<file path="src/rtl/mem_arbiter_if.sv">
// Bundles the CPU, DMA and memory-side signals of the memory arbiter.
// The arbiter takes the slave view; the surrounding system takes the master view.
interface mem_arbiter_if #(
  parameter int unsigned N = 32,
  parameter int unsigned M = 16
);
  logic [N-1:0] c_addr;
  logic [M-1:0] c_wdata;
  logic         c_re;
  logic         c_we;
  logic         c_ready;
  logic [M-1:0] c_rdata;

  logic         d_req;
  logic         d_we;
  logic [N-1:0] d_addr;
  logic [M-1:0] d_wdata;
  logic         d_ack;
  logic [M-1:0] d_rdata;

  logic [N-1:0] mem_addr;
  logic [M-1:0] mem_wdata;
  logic         mem_re;
  logic         mem_we;
  logic [M-1:0] mem_rdata;
  logic         mem_ready;

  logic         w_overflow;

  modport slave (
    input  c_addr, c_wdata, c_re, c_we,
    output c_ready, c_rdata,
    input  d_req, d_we, d_addr, d_wdata,
    output d_ack, d_rdata,
    output mem_addr, mem_wdata, mem_re, mem_we,
    input  mem_rdata, mem_ready,
    output w_overflow
  );

  modport master (
    output c_addr, c_wdata, c_re, c_we,
    input  c_ready, c_rdata,
    output d_req, d_we, d_addr, d_wdata,
    input  d_ack, d_rdata,
    input  mem_addr, mem_wdata, mem_re, mem_we,
    output mem_rdata, mem_ready,
    input  w_overflow
  );
endinterface

</file>
<file path="src/rtl/mem_arbiter.sv">
// Arbitrates one memory port between CPU reads, posted CPU writes and a DMA engine,
// with a one-entry write buffer and a starvation limit that forces DMA through.
module mem_arbiter #(
  parameter int unsigned N        = 32,
  parameter int unsigned M        = 16,
  parameter int unsigned MAXBURST = 8
) (
  input logic          clk_i,
  input logic          rst_ni,
  mem_arbiter_if.slave bus
);
  localparam int unsigned   SW        = $clog2(MAXBURST + 1);
  localparam logic [SW-1:0] StarveMax = SW'(MAXBURST);

  typedef enum logic [1:0] {StIdle, StGcpu, StGdma, StGwb} state_e;

  state_e        state_q, state_d;
  logic          wb_full_q, wb_full_d;
  logic [N-1:0]  wb_addr_q, wb_addr_d;
  logic [M-1:0]  wb_data_q, wb_data_d;
  logic [SW-1:0] starve_q, starve_d;
  logic          ovf_q, ovf_d;
  logic          wb_done;
  logic          wb_capture;

  always_comb begin
    wb_done    = (state_q == StGwb) && bus.mem_ready;
    wb_capture = bus.c_we && (!wb_full_q || wb_done);

    wb_full_d = wb_full_q;
    wb_addr_d = wb_addr_q;
    wb_data_d = wb_data_q;
    ovf_d     = ovf_q;
    if (wb_capture) begin
      wb_full_d = 1'b1;
      wb_addr_d = bus.c_addr;
      wb_data_d = bus.c_wdata;
    end else if (bus.c_we) begin
      ovf_d = 1'b1;
    end else if (wb_done) begin
      wb_full_d = 1'b0;
    end

    state_d = state_q;
    case (state_q)
      StIdle: begin
        if (bus.d_req && starve_q == StarveMax) begin
          state_d = StGdma;
        end else if (wb_full_q) begin
          state_d = StGwb;
        end else if (bus.c_re && !bus.c_we) begin
          // A write posted this cycle must reach memory before any read.
          state_d = StGcpu;
        end else if (bus.d_req) begin
          state_d = StGdma;
        end
      end
      default: begin
        if (bus.mem_ready) state_d = StIdle;
      end
    endcase

    starve_d = starve_q;
    if (!bus.d_req || (state_q == StIdle && state_d == StGdma)) begin
      starve_d = '0;
    end else if ((state_q == StGcpu || state_q == StGwb) && bus.mem_ready &&
                 starve_q != StarveMax) begin
      starve_d = starve_q + 1'b1;
    end
  end

  always_ff @(posedge clk_i or negedge rst_ni) begin
    if (!rst_ni) begin
      state_q   <= StIdle;
      wb_full_q <= 1'b0;
      wb_addr_q <= '0;
      wb_data_q <= '0;
      starve_q  <= '0;
      ovf_q     <= 1'b0;
    end else begin
      state_q   <= state_d;
      wb_full_q <= wb_full_d;
      wb_addr_q <= wb_addr_d;
      wb_data_q <= wb_data_d;
      starve_q  <= starve_d;
      ovf_q     <= ovf_d;
    end
  end

  // Memory side is decoded straight from the grant so reset silences it at once.
  always_comb begin
    bus.mem_addr  = '0;
    bus.mem_wdata = '0;
    bus.mem_re    = 1'b0;
    bus.mem_we    = 1'b0;
    case (state_q)
      StGcpu: begin
        bus.mem_addr = bus.c_addr;
        bus.mem_re   = 1'b1;
      end
      StGdma: begin
        bus.mem_addr  = bus.d_addr;
        bus.mem_wdata = bus.d_wdata;
        bus.mem_re    = !bus.d_we;
        bus.mem_we    = bus.d_we;
      end
      StGwb: begin
        bus.mem_addr  = wb_addr_q;
        bus.mem_wdata = wb_data_q;
        bus.mem_we    = 1'b1;
      end
      default: ;
    endcase
  end

  assign bus.c_ready    = (state_q == StGcpu) && bus.mem_ready;
  assign bus.d_ack      = (state_q == StGdma) && bus.mem_ready;
  assign bus.c_rdata    = bus.mem_rdata;
  assign bus.d_rdata    = bus.mem_rdata;
  assign bus.w_overflow = ovf_q;
endmodule

</file>
<file path="src/flat_wrapper.sv">
// flat-port wrapper written by rule: the top's interface ports become plain ports
module mem_arbiter_flat 
#(
  parameter int unsigned N        = 32,
  parameter int unsigned M        = 16,
  parameter int unsigned MAXBURST = 8
)
  (clk_i, rst_ni, bus_c_addr, bus_c_wdata, bus_c_re, bus_c_we, bus_c_ready, bus_c_rdata, bus_d_req, bus_d_we, bus_d_addr, bus_d_wdata, bus_d_ack, bus_d_rdata, bus_mem_addr, bus_mem_wdata, bus_mem_re, bus_mem_we, bus_mem_rdata, bus_mem_ready, bus_w_overflow);
  mem_arbiter_if #(.N(N), .M(M)) bus_i ();
  input logic clk_i;
  input logic rst_ni;
  input wire logic [$bits(bus_i.c_addr)-1:0] bus_c_addr;
  input wire logic [$bits(bus_i.c_wdata)-1:0] bus_c_wdata;
  input wire logic [$bits(bus_i.c_re)-1:0] bus_c_re;
  input wire logic [$bits(bus_i.c_we)-1:0] bus_c_we;
  output wire logic [$bits(bus_i.c_ready)-1:0] bus_c_ready;
  output wire logic [$bits(bus_i.c_rdata)-1:0] bus_c_rdata;
  input wire logic [$bits(bus_i.d_req)-1:0] bus_d_req;
  input wire logic [$bits(bus_i.d_we)-1:0] bus_d_we;
  input wire logic [$bits(bus_i.d_addr)-1:0] bus_d_addr;
  input wire logic [$bits(bus_i.d_wdata)-1:0] bus_d_wdata;
  output wire logic [$bits(bus_i.d_ack)-1:0] bus_d_ack;
  output wire logic [$bits(bus_i.d_rdata)-1:0] bus_d_rdata;
  output wire logic [$bits(bus_i.mem_addr)-1:0] bus_mem_addr;
  output wire logic [$bits(bus_i.mem_wdata)-1:0] bus_mem_wdata;
  output wire logic [$bits(bus_i.mem_re)-1:0] bus_mem_re;
  output wire logic [$bits(bus_i.mem_we)-1:0] bus_mem_we;
  input wire logic [$bits(bus_i.mem_rdata)-1:0] bus_mem_rdata;
  input wire logic [$bits(bus_i.mem_ready)-1:0] bus_mem_ready;
  output wire logic [$bits(bus_i.w_overflow)-1:0] bus_w_overflow;
  assign bus_i.c_addr = bus_c_addr;
  assign bus_i.c_wdata = bus_c_wdata;
  assign bus_i.c_re = bus_c_re;
  assign bus_i.c_we = bus_c_we;
  assign bus_c_ready = bus_i.c_ready;
  assign bus_c_rdata = bus_i.c_rdata;
  assign bus_i.d_req = bus_d_req;
  assign bus_i.d_we = bus_d_we;
  assign bus_i.d_addr = bus_d_addr;
  assign bus_i.d_wdata = bus_d_wdata;
  assign bus_d_ack = bus_i.d_ack;
  assign bus_d_rdata = bus_i.d_rdata;
  assign bus_mem_addr = bus_i.mem_addr;
  assign bus_mem_wdata = bus_i.mem_wdata;
  assign bus_mem_re = bus_i.mem_re;
  assign bus_mem_we = bus_i.mem_we;
  assign bus_i.mem_rdata = bus_mem_rdata;
  assign bus_i.mem_ready = bus_mem_ready;
  assign bus_w_overflow = bus_i.w_overflow;
  mem_arbiter #(.N(N), .M(M), .MAXBURST(MAXBURST)) u_core (.clk_i(clk_i), .rst_ni(rst_ni), .bus(bus_i));
endmodule
</file>
<file path="config.mk">
export PLATFORM = sky130hd
export DESIGN_NAME = mem_arbiter_flat
export DESIGN_NICKNAME = d
export VERILOG_FILES = /design/src/rtl/mem_arbiter_if.sv /design/src/rtl/mem_arbiter.sv /design/src/flat_wrapper.sv
export SDC_FILE = /design/constraint.sdc
export NUM_CORES = 1
export LEC_CHECK = 0
export CAP_MARGIN = 20
export CORE_MARGIN = 10
export CORE_UTILIZATION = 35
export CTS_CLUSTER_DIAMETER = 120
export DETAILED_ROUTE_END_ITERATION = 6
export PLACE_DENSITY = 0.88
export SLEW_MARGIN = 20
export SYNTH_ARGS = -nofsm -noshare
export SYNTH_HDL_FRONTEND = slang
export SYNTH_SLANG_ARGS = --single-unit
</file>
<file path="constraint.sdc">
create_clock -name clk_i -period 2.3 [get_ports clk_i]
set_input_delay 0.23 -clock clk_i [delete_from_list [all_inputs] [get_ports clk_i]]
set_output_delay 0.23 -clock clk_i [all_outputs]
set_load 0.01 [all_outputs]
</file>
==> results.md <==
- CTS tree: built
- Antenna Violating Nets Remaining: 0
- Root Buffer: clkbuf_8
- Final HPWL DP: 8.24 mm
- Worst reg2reg setup slack: 0.13 ns
- DIE HEIGHT: 117 µm
- CP cell instances: buf_4 > ha_2 > buf_12 > a22o_1 > clkdlybuf4s50_1
- Final setup vio count: 0
- Gr usage total: 15.0%
- Mux cell area share after synthesis: 18.8%
- Outcome: complete, no violations
- Unique masters post-synth: 31
- Max VDD drop: 567 µV
- CTS Buffer Depth: 2
- Core area: 9240 µm²
- CP arrival: 1.98 ns
- R2R cell count: 7
- Synth area leader: dfrtp_1
- CTS buffer count: 5
- Total number of vias: 2,878
- Mapped Nets: 416
- Ranking of synthesized cells by area: dfrtp_1 (42%), mux2_2 (9.8%), a222oi_1 (9.6%)
- Grt ovf: 0
- Combinational Power Share: 60.5%
- Initial antenna violation count: 0
- Worst skew pair latency: 0.31 ns
- Setup Slack @ Placement: 0.160 ns
- Crit end category: output port
- Cells after Synth: 291
- Clock power frac: 9.4%
- Fmax: 453 MHz
- Critical Path RT: 2.07 ns
- Int Pwr: 3.59 mW
- Synth top area share: 42.1%
- # nets final: 534
- Drt pass-1 iters: 5
- P&R area growth vs syn: 46.9%
- Critical-path maximum fanout: 24
- RePlAce Congestion: 0.788
- Post-synthesis sequential area ratio: 42.1%
- CTS H-Tree Depth: 2
- First-pass GRT wire length: 17.3 mm
- Synth Area in Compound Gates: 16.9%
- Post-DP Area: 4780 µm²
- Relative slew slack: 59.8%
- Routed wire length: 10.9 mm
- Min Tclk post-route: 2.21 ns
- Synth Register Bits: 56
- Delay of the slowest critical-path stage: 0.49 ns
- Num rows: 35
- Worst setup path class: reg2out
- Reg-to-reg endpoint: u_core.wb_addr_q[19]
- Synth Area in Adders: 2.26%
- Final Cycle Share: 96.1%
- Post-synthesis simple-gate area fraction: 7.11%
- Number of global-route vias before repair: 3,131
- Slew Viols, Final: 0
- Clock sinks: 56
- Routed wire per std cell: 20.3 µm
- ANT cells: 0
- Synth warnings: 0
- Largest net degree at the start of global routing: 39
- Slowest-stage cell, CP: clkdlybuf4s50_1
- Ratio of cells with drive above 1 in the final layout: 18.6%
- First-iteration detailed-routing DRC count: 287
- Worst-Margin Slew: 0.602 ns
- Final Worst Setup Slack: 0.0907 ns
- Fin Clk Skew: 0.00677 ns
- CTS clk-pin slew, worst paths: 0.10 ns
- Syn_area_per_cell: 11.4 µm²
- Leakage power: 2.18 nW
- Max-cap violations: 0
- Final hold violations: 0
- Initial core utilization: 36.0%
- Die W: 117 µm
- Sw frac: 37.7%
- Largest family of logic cells by synthesized area: multiplexers
- Sw Pwr: 2.17 mW
- Post-synthesis cell area: 3330 µm²
- Post-synthesis share of cell area spent on xor and xnor gates: 0.263%
- Hold Crit Class: in2async
- Pwr Density: 1180 nW/µm²
- CP startpoint kind: flop
- Post-layout util: 52.9%
- Die Area: 13,800 µm²
- DR vias/cell: 5.35
- Setup_tns: 0 ns
- Reg-to-reg startpoint: u_core.state_q[1]
- DRC: 0
- IO Pins: 204
- Final Instance Area: 4890 µm²
- PortBufs: 155
- Reg power frac: 30.1%
-- cells by family (layout without fill, tap and decap cells) --
logic type | count (synthesis) | in the layout
fa+ha+maj | 6 | 6
flops | 56 | 56
mux | 49 | 49
buf+inv | 64 | 182
simple gates | 52 | 52
compound gates | 63 | 63
xor+xnor | 1 | 1
-- cells in the mapped netlist --
cell,instances
buf_12,2
nand4_1,1
o31ai_1,1
buf_4,35
mux2_2,29
nor3b_1,1
a21oi_1,3
and2_1,2
or3_1,1
o21ai_0,2
o211ai_1,3
o21a_1,2
buf_6,1
xor2_1,1
buf_2,3
dfrtp_1,56
nor2_1,36
nand4b_1,1
nor2b_1,2
mux2_4,20
inv_1,7
a21o_1,2
nand2b_4,1
nand2_1,5
ha_1,6
a22o_1,17
a21oi_2,1
and3b_1,1
or2_2,1
a222oi_1,32
clkbuf_1,16
-- worst max path at each step --
stage	startpoint	to	slack (ns)	depth (start not counted)
2_1_floorplan	u_core.state_q[1]	u_core.wb_addr_q[0]	0.60	7
3_3_place_gp	u_core.state_q[0]	bus_mem_re	0.18	6
3_5_place_dp	u_core.state_q[1]	bus_mem_addr[25]	0.16	6
4_1_cts	u_core.state_q[1]	bus_mem_addr[25]	0.01	6
5_1_grt	u_core.state_q[0]	bus_mem_addr[25]	-0.004	6
6_report	u_core.state_q[1]	bus_mem_wdata[5]	0.09	5
-- per-layer routing --
metal / routed length [µm] / share of wire, % / vias to the layer above / track usage [%]
met5: 0 / 0 / - / 0
met4: 160 / 1.5 / 0 / 3.40
met3: 878 / 8.1 / 26 / 5.04
met2: 5790 / 53 / 121 / 27.8
met1: 4070 / 37 / 1444 / 16.0
li1: - / - / 1287 / -
-- final cells by class --
cell class / instances / area (µm²)
fillers: 794 / 4350
repair buffers: 168 / 1700
multi-input cells: 171 / 1520
flip-flops and latches: 56 / 1400
well taps: 129 / 161
clock buffers: 5 / 68.8
inverters: 7 / 26.3
clock inverters: 2 / 16.3
-- flip-flops by register name, indices dropped and copies added (netlist names) --
name	flops
u_core.bus.w_overflow	1
u_core.wb_data_q	16
u_core.wb_full_q	1
u_core.starve_q	4
u_core.wb_addr_q	32
u_core.state_q	2
-- repair_timing --
action	CTS	global route
pin swaps	2	2
endpoints found under the setup margin	39	47
endpoints found under the hold margin	23	0
resized for setup	39	4
buffers inserted	2	1
hold buffers	1	0
-- layout by cell type, fill, tap and decap left out, types with 2 or more instances in the layout --
master             n
a21o_1             2
a21oi_1            3
a222oi_1          32
a22o_1            17
and2_1             2
buf_12             7
buf_4              4
clkbuf_8           5
clkdlybuf4s50_1  120
dfrtp_1           55
dlygate4sd2_1     34
ha_1               3
ha_2               3
inv_1              7
mux2_2            29
mux2_4            20
nand2_1            5
nor2_1            36
nor2b_1            2
o211ai_1           3
o21a_1             2
o21ai_0            2
-- per-stage QoR --
| step | hold slack, ns | power (mW) | std cells |
|---|---|---|---|
| after floorplan | -0.0656 | 3.76 | 291 |
| after global placement | 0.254 | 5.27 | 527 |
| after detailed placement | 0.264 | 5.40 | 527 |
| after CTS | 0.460 | 5.78 | 537 |
| after global routing | 0.460 | 6.14 | 538 |
| final | 0.458 | 5.76 | 538 |
-- worst max-delay path, delay by kind of cell, from the launching register on --
kind / cells / cell delay (ns)
buf+inv: 3 / 0.80
compound gates: 1 / 0.21
fa+ha+maj: 1 / 0.20
flops: 1 / 0.45
-- power groups by stage --
stage / combinational, mW / sequential [mW] / clock, mW
floorplan: 2.12 / 1.64 / 0
global placement: 3.55 / 1.72 / 0
detailed placement: 3.66 / 1.74 / 0
CTS: 3.49 / 1.73 / 0.559
global route: 3.76 / 1.78 / 0.598
finish: 3.48 / 1.74 / 0.541
Note: power is estimated with default switching activity, not from simulation.
